<file path="src/rtl/clk_gen_multi_if.sv">
// Register-write and per-channel control/output bundle for clk_gen_multi.
// master drives the controls (host side); slave is the generator itself.
interface clk_gen_multi_if #(
  parameter int CHANNELS = 4,
  parameter int DIV_W    = 32,
  parameter int CHAN_W   = 2
);
  logic [CHANNELS-1:0] enable;
  logic                sync;
  logic                wr_en;
  logic [CHAN_W-1:0]   wr_chan;
  logic                wr_phase;
  logic [DIV_W-1:0]    wr_data;
  logic [CHANNELS-1:0] clk_out;
  logic [CHANNELS-1:0] overflow;

  modport master (
    output enable, sync, wr_en, wr_chan, wr_phase, wr_data,
    input  clk_out, overflow
  );

  modport slave (
    input  enable, sync, wr_en, wr_chan, wr_phase, wr_data,
    output clk_out, overflow
  );
endinterface

</file>
<file path="src/rtl/clk_gen_multi.sv">
// Multi-channel programmable divider: each channel toggles clk_out every D cycles (f_clk/(2*D)).
// Optional per-channel phase offset is compiled in when CLK_GEN_PHASE_EN is defined.
module clk_gen_multi #(
  parameter int CHANNELS    = 4,
  parameter int DIV_W       = 32,
  parameter int CHAN_W      = 2,
  parameter int DEFAULT_DIV = 1
) (
  input  logic             clk,
  input  logic             reset,
  clk_gen_multi_if.slave   bus
);

  for (genvar i = 0; i < CHANNELS; i++) begin : g_ch
    logic [DIV_W-1:0] cnt, cnt_nx;
    logic [DIV_W-1:0] act_d, act_nx;
    logic [DIV_W-1:0] shd_d, shd_nx;
    logic [DIV_W-1:0] start;
    logic             clk_q, clk_nx;
    logic             ovf_q, ovf_nx;
    logic             wr_hit;

    // Out-of-range channel numbers match no generate index, so they are dropped.
    assign wr_hit = bus.wr_en && (bus.wr_chan == CHAN_W'(i));

    // shd_nx is also what any load takes, so a write lands in active_D the same cycle.
    always_comb begin
      shd_nx = shd_d;
      if (wr_hit && !bus.wr_phase) shd_nx = bus.wr_data;
    end

`ifdef CLK_GEN_PHASE_EN
    logic [DIV_W-1:0] p_q, p_nx;

    always_comb begin
      p_nx = p_q;
      if (wr_hit && bus.wr_phase) p_nx = bus.wr_data;
    end

    // Start is clamped against the D being loaded, so cnt never exceeds D-1.
    always_comb begin
      start = '0;
      if (shd_nx != '0) begin
        if (p_nx < shd_nx) start = p_nx;
        else               start = shd_nx - DIV_W'(1);
      end
    end

    always_ff @(posedge clk or posedge reset) begin
      if (reset) p_q <= '0;
      else       p_q <= p_nx;
    end
`else
    assign start = '0;
`endif

    always_comb begin
      cnt_nx = cnt + DIV_W'(1);
      act_nx = act_d;
      clk_nx = clk_q;
      ovf_nx = 1'b0;
      if (bus.sync || !bus.enable[i]) begin
        cnt_nx = start;
        clk_nx = 1'b0;
        act_nx = shd_nx;
      end else if (act_d == '0) begin
        cnt_nx = '0;
        clk_nx = 1'b0;
        act_nx = shd_nx;
      end else if (cnt >= act_d - DIV_W'(1)) begin
        // >= rather than == so an overshooting count can never run to wrap.
        cnt_nx = '0;
        clk_nx = !clk_q;
        ovf_nx = 1'b1;
        act_nx = shd_nx;
      end
    end

    always_ff @(posedge clk or posedge reset) begin
      if (reset) begin
        cnt   <= '0;
        act_d <= DIV_W'(DEFAULT_DIV);
        shd_d <= DIV_W'(DEFAULT_DIV);
        clk_q <= 1'b0;
        ovf_q <= 1'b0;
      end else begin
        cnt   <= cnt_nx;
        act_d <= act_nx;
        shd_d <= shd_nx;
        clk_q <= clk_nx;
        ovf_q <= ovf_nx;
      end
    end

    assign bus.clk_out[i]  = clk_q;
    assign bus.overflow[i] = ovf_q;
  end

endmodule
</file>
<file path="src/flat_wrapper.sv">
// flat-port wrapper written by rule: the top's interface ports become plain ports
module clk_gen_multi_flat 
#(
  parameter int CHANNELS    = 4,
  parameter int DIV_W       = 32,
  parameter int CHAN_W      = 2,
  parameter int DEFAULT_DIV = 1
)
  (clk, reset, bus_enable, bus_sync, bus_wr_en, bus_wr_chan, bus_wr_phase, bus_wr_data, bus_clk_out, bus_overflow);
  clk_gen_multi_if #(.CHANNELS(CHANNELS), .DIV_W(DIV_W), .CHAN_W(CHAN_W)) bus_i ();
  input  logic clk;
  input  logic reset;
  input wire logic [$bits(bus_i.enable)-1:0] bus_enable;
  input wire logic [$bits(bus_i.sync)-1:0] bus_sync;
  input wire logic [$bits(bus_i.wr_en)-1:0] bus_wr_en;
  input wire logic [$bits(bus_i.wr_chan)-1:0] bus_wr_chan;
  input wire logic [$bits(bus_i.wr_phase)-1:0] bus_wr_phase;
  input wire logic [$bits(bus_i.wr_data)-1:0] bus_wr_data;
  output wire logic [$bits(bus_i.clk_out)-1:0] bus_clk_out;
  output wire logic [$bits(bus_i.overflow)-1:0] bus_overflow;
  assign bus_i.enable = bus_enable;
  assign bus_i.sync = bus_sync;
  assign bus_i.wr_en = bus_wr_en;
  assign bus_i.wr_chan = bus_wr_chan;
  assign bus_i.wr_phase = bus_wr_phase;
  assign bus_i.wr_data = bus_wr_data;
  assign bus_clk_out = bus_i.clk_out;
  assign bus_overflow = bus_i.overflow;
  clk_gen_multi #(.CHANNELS(CHANNELS), .DIV_W(DIV_W), .CHAN_W(CHAN_W), .DEFAULT_DIV(DEFAULT_DIV)) u_core (.clk(clk), .reset(reset), .bus(bus_i));
endmodule
</file>
<file path="config.mk">
export PLATFORM = sky130hd
export DESIGN_NAME = clk_gen_multi_flat
export DESIGN_NICKNAME = d
export VERILOG_FILES = /design/src/rtl/clk_gen_multi_if.sv /design/src/rtl/clk_gen_multi.sv /design/src/flat_wrapper.sv
export SDC_FILE = /design/constraint.sdc
export NUM_CORES = 1
export LEC_CHECK = 0
export BUFFER_PORTS_ARGS = -buffer_cell sky130_fd_sc_hd__buf_4
export CORE_ASPECT_RATIO = 0.8
export CORE_MARGIN = 5
export CORE_UTILIZATION = 53
export CTS_BUF_LIST = sky130_fd_sc_hd__clkbuf_16
export DETAILED_ROUTE_END_ITERATION = 10
export PLACE_DENSITY = 0.72
export RECOVER_POWER = 50
export SLEW_MARGIN = 40
export SYNTH_ARGS = -nofsm -noshare
export SYNTH_HDL_FRONTEND = slang
export SYNTH_SLANG_ARGS = --single-unit
</file>
<file path="constraint.sdc">
create_clock -name clk -period 11.6 [get_ports clk]
set_clock_uncertainty 0.05 [all_clocks]
set_input_delay 1.16 -clock clk [delete_from_list [all_inputs] [get_ports clk]]
set_output_delay 1.16 -clock clk [all_outputs]
set_load 0.005 [all_outputs]
</file>
# Yosys cells after proc, flatten, opt, wreduce, memory -nomap -nowiden
# Index checks and enable logic that the tools add are counted.
# totals
ff_bits	392
in_bits	43
wordCells	117
# classes
add_sub_neg	8
magnitude_cmp	4
eq_ne	3
mux	52
reduce_logical	30
# op_table
operator	count
2-to-1 mux 32 bit	28
adder 32 x 1 -> 32 bit, second input constant	4
>= comparator 32 bit	4
zero test 32 bit	4
subtractor 32 x 1 -> 32 bit, second input constant	4
2-to-1 mux 1 bit	24
nonzero test 3 bit	4
zero test 1 bit	9
logical AND 1 bit	8
== test 2 bit, second input constant	2
logical OR 1 bit	4
== test 2 x 1 -> 1 bit, second input constant	1
zero test 2 bit	1

# Logic depth before layout (Yosys ltp)
# Gate-level depths: netlist of run 1.
# depth
ltp_word	7
mapped_depth	20
depth_no_buf	16

# Least setup slack after synthesis of run 1
# Ideal clock, no wire load.
# synth_timing
kind	register -> register
from	register u_core.g_ch[2].act_d[12]
to	register u_core.g_ch[2].act_d[1]
arrival_time_ns	4.689
t_required_ns	11.423
slack_ns	6.734
path_stages_with_launch	18
path_cell_list	dfrtp_1 -> or4_4 -> nor4_4 -> or4b_4 -> or2_2 -> nor4_1 -> nand2_1 -> xor2_1 -> ha_1 -> a21oi_1 -> nand2_1 -> a221o_1 -> or3_1 -> a31oi_1 -> nand2b_1 -> buf_6 -> buf_8 -> mux2_1
# synth_via
elab_chain_len	3
# synth_lines
element	line_no	source
from (decl)	clk_gen_multi.sv:16	logic [DIV_W-1:0] act_d, act_nx;
from (signal assigned)	clk_gen_multi.sv:82	act_d <= DIV_W'(DEFAULT_DIV);
from (signal assigned)	clk_gen_multi.sv:88	act_d <= act_nx;
subtractor 32 x 1 -> 32 bit or zero test 32 bit (tied branches)	clk_gen_multi.sv:70, clk_gen_multi.sv:66	
>= comparator 32 bit or 2-to-1 mux 32 bit (tied branches)	clk_gen_multi.sv:70, clk_gen_multi.sv:66	
nonzero test 3 bit (no line) or 2-to-1 mux 32 bit (tied branches)	--	
# Several ways; a longest one is shown, not always the timed one.
# A chain may end at the register's enable or synchronous reset.

==> results of run 1 <==
[worst max-delay path: cells and delay by family]
kind | cells | cell delay, ns
buf+inv | 4 | 5.41
[logic make-up (layout without fill, tap and decap cells)]
| logic type | after synthesis | count (layout) |
|---|---|---|
| AOI/OAI and AO/OA | 103 | 103 |
| and+or+nand+nor | 624 | 624 |
| other | 0 | 5 |
| muxes | 256 | 256 |
| DFF | 392 | 392 |
| adders and majority gates | 140 | 140 |
| xor gates and xnor gates | 241 | 241 |
| buffers and inverters | 86 | 168 |
[worst paths after layout]
kind	start	endpoint	slack, ns	cells after the start
worst max-delay path	reset	u_core.g_ch[0].cnt[27]	4.68	4
worst min register to register	u_core.g_ch[1].shd_d[2]	u_core.g_ch[1].shd_d[2]	0.43	1
min in group asynchronous	reset	u_core.g_ch[3].cnt[25]	1.93	3
worst min-delay path	u_core.g_ch[1].shd_d[2]	u_core.g_ch[1].shd_d[2]	0.43	1
max in group clk	u_core.g_ch[0].act_d[8]	u_core.g_ch[0].act_d[2]	5.89	16
worst max register to register	u_core.g_ch[0].act_d[8]	u_core.g_ch[0].act_d[2]	5.89	16
[area by class of cell]
type | instances | area [um2]
Antenna cell | 5 | 12.5
Clock buffer | 41 | 1030
Clock inverter | 31 | 320
Fill cell | 3211 | 15600
Inverter | 31 | 118
Multi-Input combinational cell | 1364 | 10500
Sequential cell | 392 | 9820
Tap cell | 495 | 619
Timing Repair Buffer | 65 | 498
[metrics by stage]
step | hold WS [ns] | util [%] | setup slack (ns)
after detailed placement | 0.431 | 56.1 | 5.79
after global routing | 0.451 | 59.5 | 3.22
after CTS | 0.440 | 59.6 | 5.76
after global placement | 0.420 | 55.9 | 5.88
final | 0.426 | 59.5 | 4.68
after floorplan | 0.397 | - | 5.12
[registers in the layout, indices dropped and copies added, names as in the netlist]
name / count
u_core.g_ch.clk_q: 4
u_core.g_ch.act_d: 128
u_core.g_ch.ovf_q: 4
u_core.g_ch.cnt: 128
u_core.g_ch.shd_d: 128
[Yosys cell counts (all sizes together), types with 17 or more instances]
cell / count
a21oi: 45
and3: 28
buf: 38
clkbuf: 17
dfrtp: 384
ha: 140
inv: 31
mux2: 256
nand2: 94
nand3: 68
nand4: 34
nor2: 236
nor3: 46
nor4: 35
o21ai: 17
or3: 17
xnor2: 142
xor2: 99
[metal layers]
layer	global-route usage, %	routed length (um)	vias to the layer above
li1	-	-	6568
met1	28.7	20300	6904
met2	32.8	20400	227
met3	4.45	2430	55
met4	4.25	745	0
met5	0	0	-
[where the power goes]
group          total [mW]  switching, mW  internal, mW
registers            1.76          0.178          1.58
logic               0.665          0.327         0.339
clock network        1.33          0.549         0.779
==> run metrics, run 1 <==
CP arrival 6.65 ns; Max clock buf depth 3; area grow syn2layout 10.2%; total power 3.76 mW; All-Layer GR Usage approximately a fifth; row cnt 64; critical path type primary input to async pin; # Max-Cap Violations 7; most frequent cells in the layout dfrtp_1, nor2_1, mux2_2; Inst Count DP 2,347; Synth area leaders dfrtp_1, mux2_2, ha_1, xnor2_1, nor2_1; Crit. End Element async pin; hold_buf cts 0; most common cell after layout, fill and taps aside dfrtp_1; slowest stage delay, CP approximately 2.8 ns; DRC viols 0; setup_tns 0 ns; Slew Viols, Final around 340; Die X 231 um; initial antenna violation count 4; # setup viols final 0; Synth Area in Adders 8.45%; slowest cell on the critical path clkbuf_1; async set-or-reset flop fraction in the synthesized netlist 100%; RSZ-0062 raised after global routing false; post-detailed-routing wire length 43,900 um; CP Launch Type primary input; clk sink count around 400; Syn. warnings 0; static leakage 9.73 nW; Rel. slew slack -152%; die area 43,200 um2; starting density of the core 54.0%; Mapped Cells 1,842; area leader, netlist dfrtp_1; Peak VDD IR 0.0963 mV; crit-path cells clkbuf_4, clkinvlp_2, clkbuf_1, clkbuf_1; PortBufs 50; cell area after synthesis 20,700 um2; Setup Fix Bufs, Post-CTS 0; Mapped Nets 2,025; ys flop type dfrtp_1; failing checks max-capacitance violations, max-slew violations; hpwl dp 31,400 um; cts bufs inserted 40; Yosys cell types 59; remaining global-route overflow 0; antenna violation net count after detailed routing 0; sequential area share after synthesis 47.3%; total number of vias roughly 14,000; Seq cells post-synth 392; fmax 144 MHz; Routed WL per cell around 18 um; number of gates resized after CTS 0; Fin. Hold Viols 0; clock transition at the registers of the reported paths 0.06 ns; drt via density 5.67; top-level port count 51; top-area cell type share of the netlist area 46.3%; syn avg cell area 11.3 um2; Worst Tran Pin Value between 3 and 4 ns; Clk Latency, worst-skew pair 0.54 ns; outcome finished, violations left; vias in the first global route 14,000; min-delay worst type register to register; Non-Filler Instances ~2,400; largest family of logic cells by synthesized area simple AND/OR/NAND/NOR gates; clock period minus worst slack 6.92 ns; Vert. Die Dim around 190 um; CP max FO 75; Critical Path RT 11.33 ns; compound-gate portion of the synthesized area around 3.1%; Post-Synth Simple-Gate Area between 10% and 20%; XOR/XNOR share of the synthesized area 10.2%; period utilization 59.7%; global-route wire length before repair 72,500 um; nets about 2,100; htree depth 2; share of cells above drive strength 1 18.4%; core area about 38,000 um2; number of detailed-route iterations in the first pass 5; placer congestion estimate 0.791; clk root buf clkbuf_16; largest net degree at the start of global routing 100; Finished Cell Area approximately 23,000 um2; power per cell area 164 nW/um2; EDFF count, synth 0; Crit path top cell by count clkbuf_1; CTS tree yes; initial DRC count 765; placed instance area 21,600 um2; mux cell area share after synthesis approximately 14%
Power figures use the tool's default switching activity.
==> run 2, diff against run 1 <==
- ABC_AREA: unset -> 1
- PLACE_DENSITY: 0.72 -> 0.69
- clock period: 11.6 -> 6.8 ns (I/O delays scaled with it)
==> run 2 against run 1 <==
The run still ends with max-capacitance violations, max-slew violations left; global-route usage increased by 4.7 points; total power increased by 73%; final area up 12%; utilization is 0.60 points lower; synthesized cell count rose by 62%; combinational power up 100%; via count up 44%; synthesized area rose by 12%; cell count rose by 49%; critical path depth up 12; clock-buffer cell count did not move; first-iteration DRC count rose by 120%; critical path type is now register to register.
==> run metrics, run 2 <==
outcome finished, violations left; failing checks max-capacitance violations, max-slew violations; cell with the most instances after synthesis nand2_1; internal power approximately 4.4 mW; area leader, netlist dfrtp_1; die area roughly 48,000 um2; Fin. Hold Viols 0; Peak VDD IR 0.213 mV; CP max FO 64; Crit. End Element register; All-Layer GR Usage roughly a quarter; clock transition at the registers of the reported paths 0.06 ns; remaining global-route overflow 0; antenna violation net count after detailed routing 0; static leakage roughly 12 nW; hold_buf cts 0; Max clock buf depth 3; reg-to-reg endpoint u_core.g_ch[2].act_d[22]; Commonest cells post-synth nand2_1, nor2_1, dfrtp_1, inv_1, nand4_1; Slew Viols, Final 325; EDFF count, synth 0; biggest registers after layout u_core.g_ch.act_d (128), u_core.g_ch.cnt (128), u_core.g_ch.shd_d (128); core area 43,300 um2; vias in the first global route 18,900; nets 3,193; number of detailed-route iterations in the first pass 5; Psw 2.08 mW; hpwl dp 44,200 um; Critical Path RT roughly 7 ns; Rel. slew slack -143%; crit-path cells nor2_1, nand2_1, nor2_4, nand4_1, nor3_2, nand2_1, a22oi_1, ha_1, nand2_1, nor2_1, nand2_1, nor2_1, nand2_2, nand3_4, nand2_1, nand2_1; min-delay worst type primary input to async pin; placer congestion estimate between 0.9 and 1; # fillers 3,962; Crit path max-delay family simple AND/OR/NAND/NOR gates; Clk Latency, worst-skew pair 0.57 ns; async set-or-reset flop fraction in the synthesized netlist 100%; slowest stage delay, CP about 0.76 ns; cts bufs inserted 41; Synth area leaders dfrtp_1, nand2_1, ha_1, nor2_1, xor2_1; CP arrival 4.78 ns; Flop pwr share 44.1%; CTS tree yes; Inst Count DP 3,523; top-area cell type share of the netlist area between 40% and 50%; fmax 228 MHz; htree depth 2; DRC viols 0; critical path type register to register; area grow syn2layout 9.29%; Routed WL per cell 16.8 um; reg2reg start u_core.g_ch[2].act_d[3]; Setup Fix Bufs, Post-CTS 0; slowest cell on the critical path nand3_4; Worst Tran Pin Value ~3.7 ns; CP Launch Type register; most frequent cells in the layout nand2_1, nor2_1, dfrtp_1; top-level port count between 50 and 60; RSZ-0062 raised after global routing false; initial DRC count around 1,700; Yosys cell types 39; combinational share of power 20.7%; Syn. warnings 0; period utilization 64.4%; largest net degree at the start of global routing approximately 160; Vert. Die Dim 198 um; # Max-Cap Violations 6; total number of vias 19,700; Die X roughly 240 um; # setup viols final 0; sequential area share after synthesis 42.1%; power share of the clock group 35.3%; Critical Path Stages 16; most common cell after layout, fill and taps aside nand2_1; number of gates resized after CTS 0; PortBufs 50; ys flop type dfrtp_1; clk sink count 392; cell area after synthesis 23,300 um2; Mapped Nets between 3,000 and 4,000; drt via density roughly 5.5; post-detailed-routing wire length 60,400 um; Worst Reg-to-Reg Cells 16; setup_tns 0 ns; FF-to-FF setup slack about 2.4 ns; syn avg cell area slightly below 8 um2; clock period minus worst slack 4.38 ns; Non-Filler Instances 3,602; clk root buf clkbuf_16; share of cells above drive strength 1 6.18%; Crit path top cell by count nand2_1; initial antenna violation count 4; switching share of total power 31.9%; Buf/Inv on CP 0; row cnt 68; Mapped Cells 2,993; global-route wire length before repair about 100,000 um; Seq cells post-synth 392; power per cell area between 200 and 300 nW/um2; starting density of the core 53.9%
==> run 2: per-stage QoR <==
step	setup slack (ns)	power, mW	hold slack (ns)	area (um2)	util (%)
6_report	2.42	6.52	0.295	25500	58.9
2_1_floorplan	0.803	3.87	0.405	23300	-
3_5_place_dp	2.42	4.25	0.434	24100	55.6
3_3_place_gp	2.23	4.19	0.427	24000	55.5
4_1_cts	2.39	6.57	0.121	25400	58.7
5_1_grt	1.53	6.93	0.373	25500	58.9
==> run 2: metal layers <==
layer  global-route usage, %  share of wire [%]
met2                    37.5                 43
met1                    37.8                 48
met5                       0                  0
met3                    4.99                7.4
met4                    6.00                1.9
==> run 2: worst max path at each step <==
stage / startpoint / slack [ns] / end
detailed placement: u_core.g_ch[2].act_d[3] / 2.42 / u_core.g_ch[2].act_d[22]
global placement: u_core.g_ch[2].act_d[3] / 2.23 / u_core.g_ch[2].act_d[6]
finish: u_core.g_ch[2].act_d[3] / 2.42 / u_core.g_ch[2].act_d[22]
CTS: u_core.g_ch[2].act_d[3] / 2.39 / u_core.g_ch[2].act_d[22]
floorplan: reset / 0.80 / u_core.g_ch[0].act_d[10]
global route: reset / 1.53 / u_core.g_ch[3].cnt[9]
==> run 2: layout make-up <==
| cell class | instances | area, um2 | share of cell area, % |
|---|---|---|---|
| timing repair buffer | 66 | 556 | 2.18 |
| clock inverter | 33 | 318 | 1.25 |
| antenna | 1 | 2.50 | 0.00981 |
| multi-input combinational | 2224 | 12000 | 47.1 |
| clock buffer | 41 | 1030 | 4.02 |
| sequential | 392 | 9820 | 38.5 |
| inverter | 285 | 1070 | 4.20 |
| tap | 560 | 701 | 2.75 |
==> run 2: logic make-up after synthesis <==
group | Yosys count | share of synthesized area, %
AOI/OAI and AO/OA | 214 | 5.03
adders and majority gates | 140 | 7.51
and+or+nand+nor | 1658 | 30.9
xor gates and xnor gates | 212 | 7.96
DFF | 392 | 42.1
buffers and inverters | 377 | 6.56
==> run 2: power groups by stage <==
stage	Combinational, mW	Clock [mW]	Sequential, mW
after floorplan	1.03	0	2.84
after detailed placement	1.34	0	2.90
after CTS	1.35	2.35	2.87
final	1.35	2.30	2.87
after global placement	1.29	0	2.90
after global routing	1.57	2.45	2.91
==> run 3, diff against run 2 <==
- PLACE_DENSITY: 0.69 -> 0.72
- clock period: 6.8 -> 3.59 ns (I/O delays scaled with it)
==> run 3 against run 2 <==
The run still ends with max-capacitance violations, max-slew violations left; utilization is 0.45 points higher; non-clock buffer count is 24 higher; worst hold slack worse by 0.066 ns; worst setup slack worse by 2.2 ns; die area stayed put; first-iteration DRC count is 8.8% higher; via count is 1.2% higher; combinational power is 93% higher; maximum frequency is 32% higher; final area is 0.77% higher; critical path depth is 2 higher; sequential share of layout area is 0.29 points lower; critical endpoint is now u_core.g_ch[1].act_d[16].
==> run metrics, run 3 (same netlist as run 2, synthesis figures left out) <==
htree depth 2; core area 43,300 um2; drt via density 5.51; Clk Latency, worst-skew pair 0.55 ns; Worst Tran Pin Value 2.33 ns; top-level port count about 50; clk root buf clkbuf_16; initial DRC count 1,828; Top Usage Layer GRT met1; post-detailed-routing wire length between 60,000 and 70,000 um; FF-to-FF setup slack 0.26 ns; Crit path max-delay family simple AND/OR/NAND/NOR gates; slowest cell on the critical path dfstp_2; Max clock buf depth 3; antenna violation net count after detailed routing 0; DRC viols 0; largest net degree at the start of global routing 105; switching share of total power 32.3%; most common cell after layout, fill and taps aside nand2_1; remaining global-route overflow 0; met2 capacity usage during global routing 37.9%; outcome finished, violations left; Die X 245 um; power share of the clock group 34.3%; CTS tree yes; cts bufs inserted 40; Crit path top cell by count nand2_1; hpwl dp 44,900 um; # Max-Cap Violations 2; Peak VDD IR 0.388 mV; failing checks max-capacitance violations, max-slew violations; Inst Count DP 3,544; Psw 3.97 mW; placer congestion estimate 0.942; crit-path cells inv_1, ha_1, nand2_1, nor2_4, nand4_1, nor3_2, nand2_1, xor2_1, ha_1, nand2_1, nor2_1, nand4_1, a21oi_2, nor2_4, nand3_4, clkbuf_16, nand2_1, nand2_1; total power 12.3 mW; min-delay worst type primary input to register; Rel. slew slack -55.1%; CP max FO 20; Buf/Inv on CP 2; period utilization 92.7%; Worst Reg-to-Reg Cells 18; setup_tns 0 ns; fmax around 300 MHz; # fillers slightly below 4,000; Flop pwr share 44.5%; share of cells above drive strength 1 6.92%; launch point of the worst path u_core.g_ch[1].act_d[0]; most frequent cells in the layout nand2_1, nor2_1, dfrtp_1; power per cell area 478 nW/um2; combinational share of power 21.2%; CP Launch Type register; slowest stage delay, CP 0.37 ns; initial antenna violation count 1; row cnt 68; total number of vias 20,000; static leakage 12.5 nW; Critical Path RT 4.03 ns; die area about 48,000 um2; area grow syn2layout 10.1%; starting density of the core between 50% and 60%; clk sink count a little under 400; All-Layer GR Usage 25.1%; Hold WS 0.229 ns; Storage cell area around 10000 um2; CP Capture Point u_core.g_ch[1].act_d[16]; multi-input logic area 12,000 um2; Slew Viols, Final 98; vias in the first global route 19,300; Routed WL per cell 16.8 um; met1 Use GR 38.2%; Fin. Hold Viols 0; critical path type register to register; PortBufs 50; nets 3,216; # setup viols final 0; biggest registers after layout u_core.g_ch.act_d (128), u_core.g_ch.cnt (128), u_core.g_ch.shd_d (128); clock transition at the registers of the reported paths 0.06 ns; met3 usage approximately 4.5%; reg2reg start u_core.g_ch[1].act_d[0]; clock period minus worst slack between 3 and 4 ns; number of detailed-route iterations in the first pass 6; Non-Filler Instances approximately 3,600; CP arrival 3.77 ns; internal power approximately 8.3 mW; Crit. End Element register; global-route wire length before repair about 100,000 um; reg-to-reg endpoint u_core.g_ch[1].act_d[16]; Vert. Die Dim 198 um; Critical Path Stages 18
-- run 3: how the worst min path moves through the flow --
stage	startpoint	slack, ns	cells past startpoint	end
final	bus_wr_data[9]	0.23	3	u_core.g_ch[0].shd_d[9]
after global routing	bus_wr_data[13]	0.26	3	u_core.g_ch[0].shd_d[13]
after CTS	bus_wr_data[9]	0.21	3	u_core.g_ch[0].shd_d[9]
after detailed placement	u_core.g_ch[1].act_d[0]	0.43	2	u_core.g_ch[1].act_d[0]
after global placement	u_core.g_ch[0].shd_d[21]	0.43	2	u_core.g_ch[0].shd_d[21]
after floorplan	u_core.g_ch[1].cnt[0]	0.40	1	u_core.g_ch[1].cnt[0]
-- run 3: metal layers --
metal | wire [um] | up-vias | part of all wire, %
met4 | 1290 | 0 | 2.1
li1 | - | 9745 | -
met1 | 28800 | 9470 | 47
met3 | 4740 | 85 | 7.8
met5 | 0 | - | 0
met2 | 26100 | 669 | 43
-- run 3: power by group through the flow --
stage	registers (mW)	clock network (mW)	logic (mW)
finish	5.46	4.21	2.61
global route	5.52	4.47	3.01
CTS	5.44	4.29	2.59
detailed placement	5.52	0	2.57
global placement	5.50	0	2.46
floorplan	5.37	0	1.96
-- run 3: metrics by stage --
stage                     instance area, um2  setup slack, ns  utilization [%]
after global routing                   25700         -0.00725             59.3
after floorplan                        23300            -2.09                -
after detailed placement               24300            0.239             56.1
after global placement                 24300            0.317             56.1
after CTS                              25600            0.216             59.2
final                                  25700            0.261             59.3
-- run 3: what timing repair did --
item | in CTS | in global routing
endpoints found under the hold margin | 23 | 0
endpoints found under the setup margin | 0 | 153
resized for setup | 0 | 14
buffers inserted | 0 | 4
hold buffers | 1 | 0
-- run 3: worst min-delay path, cell delays in order --
cell     delay [ns]
buf_4          0.08
inv_1          0.11
o21ai_0        0.24
-- run 3: cell type report --
type / count / share of cell area [%]
tap: 560 / 2.73
multi-input combinational: 2224 / 46.8
inverter: 285 / 4.17
timing repair buffer: 90 / 3.09
clock buffer: 40 / 3.90
antenna: 1 / 0.00974
clock inverter: 31 / 1.14
sequential: 392 / 38.2
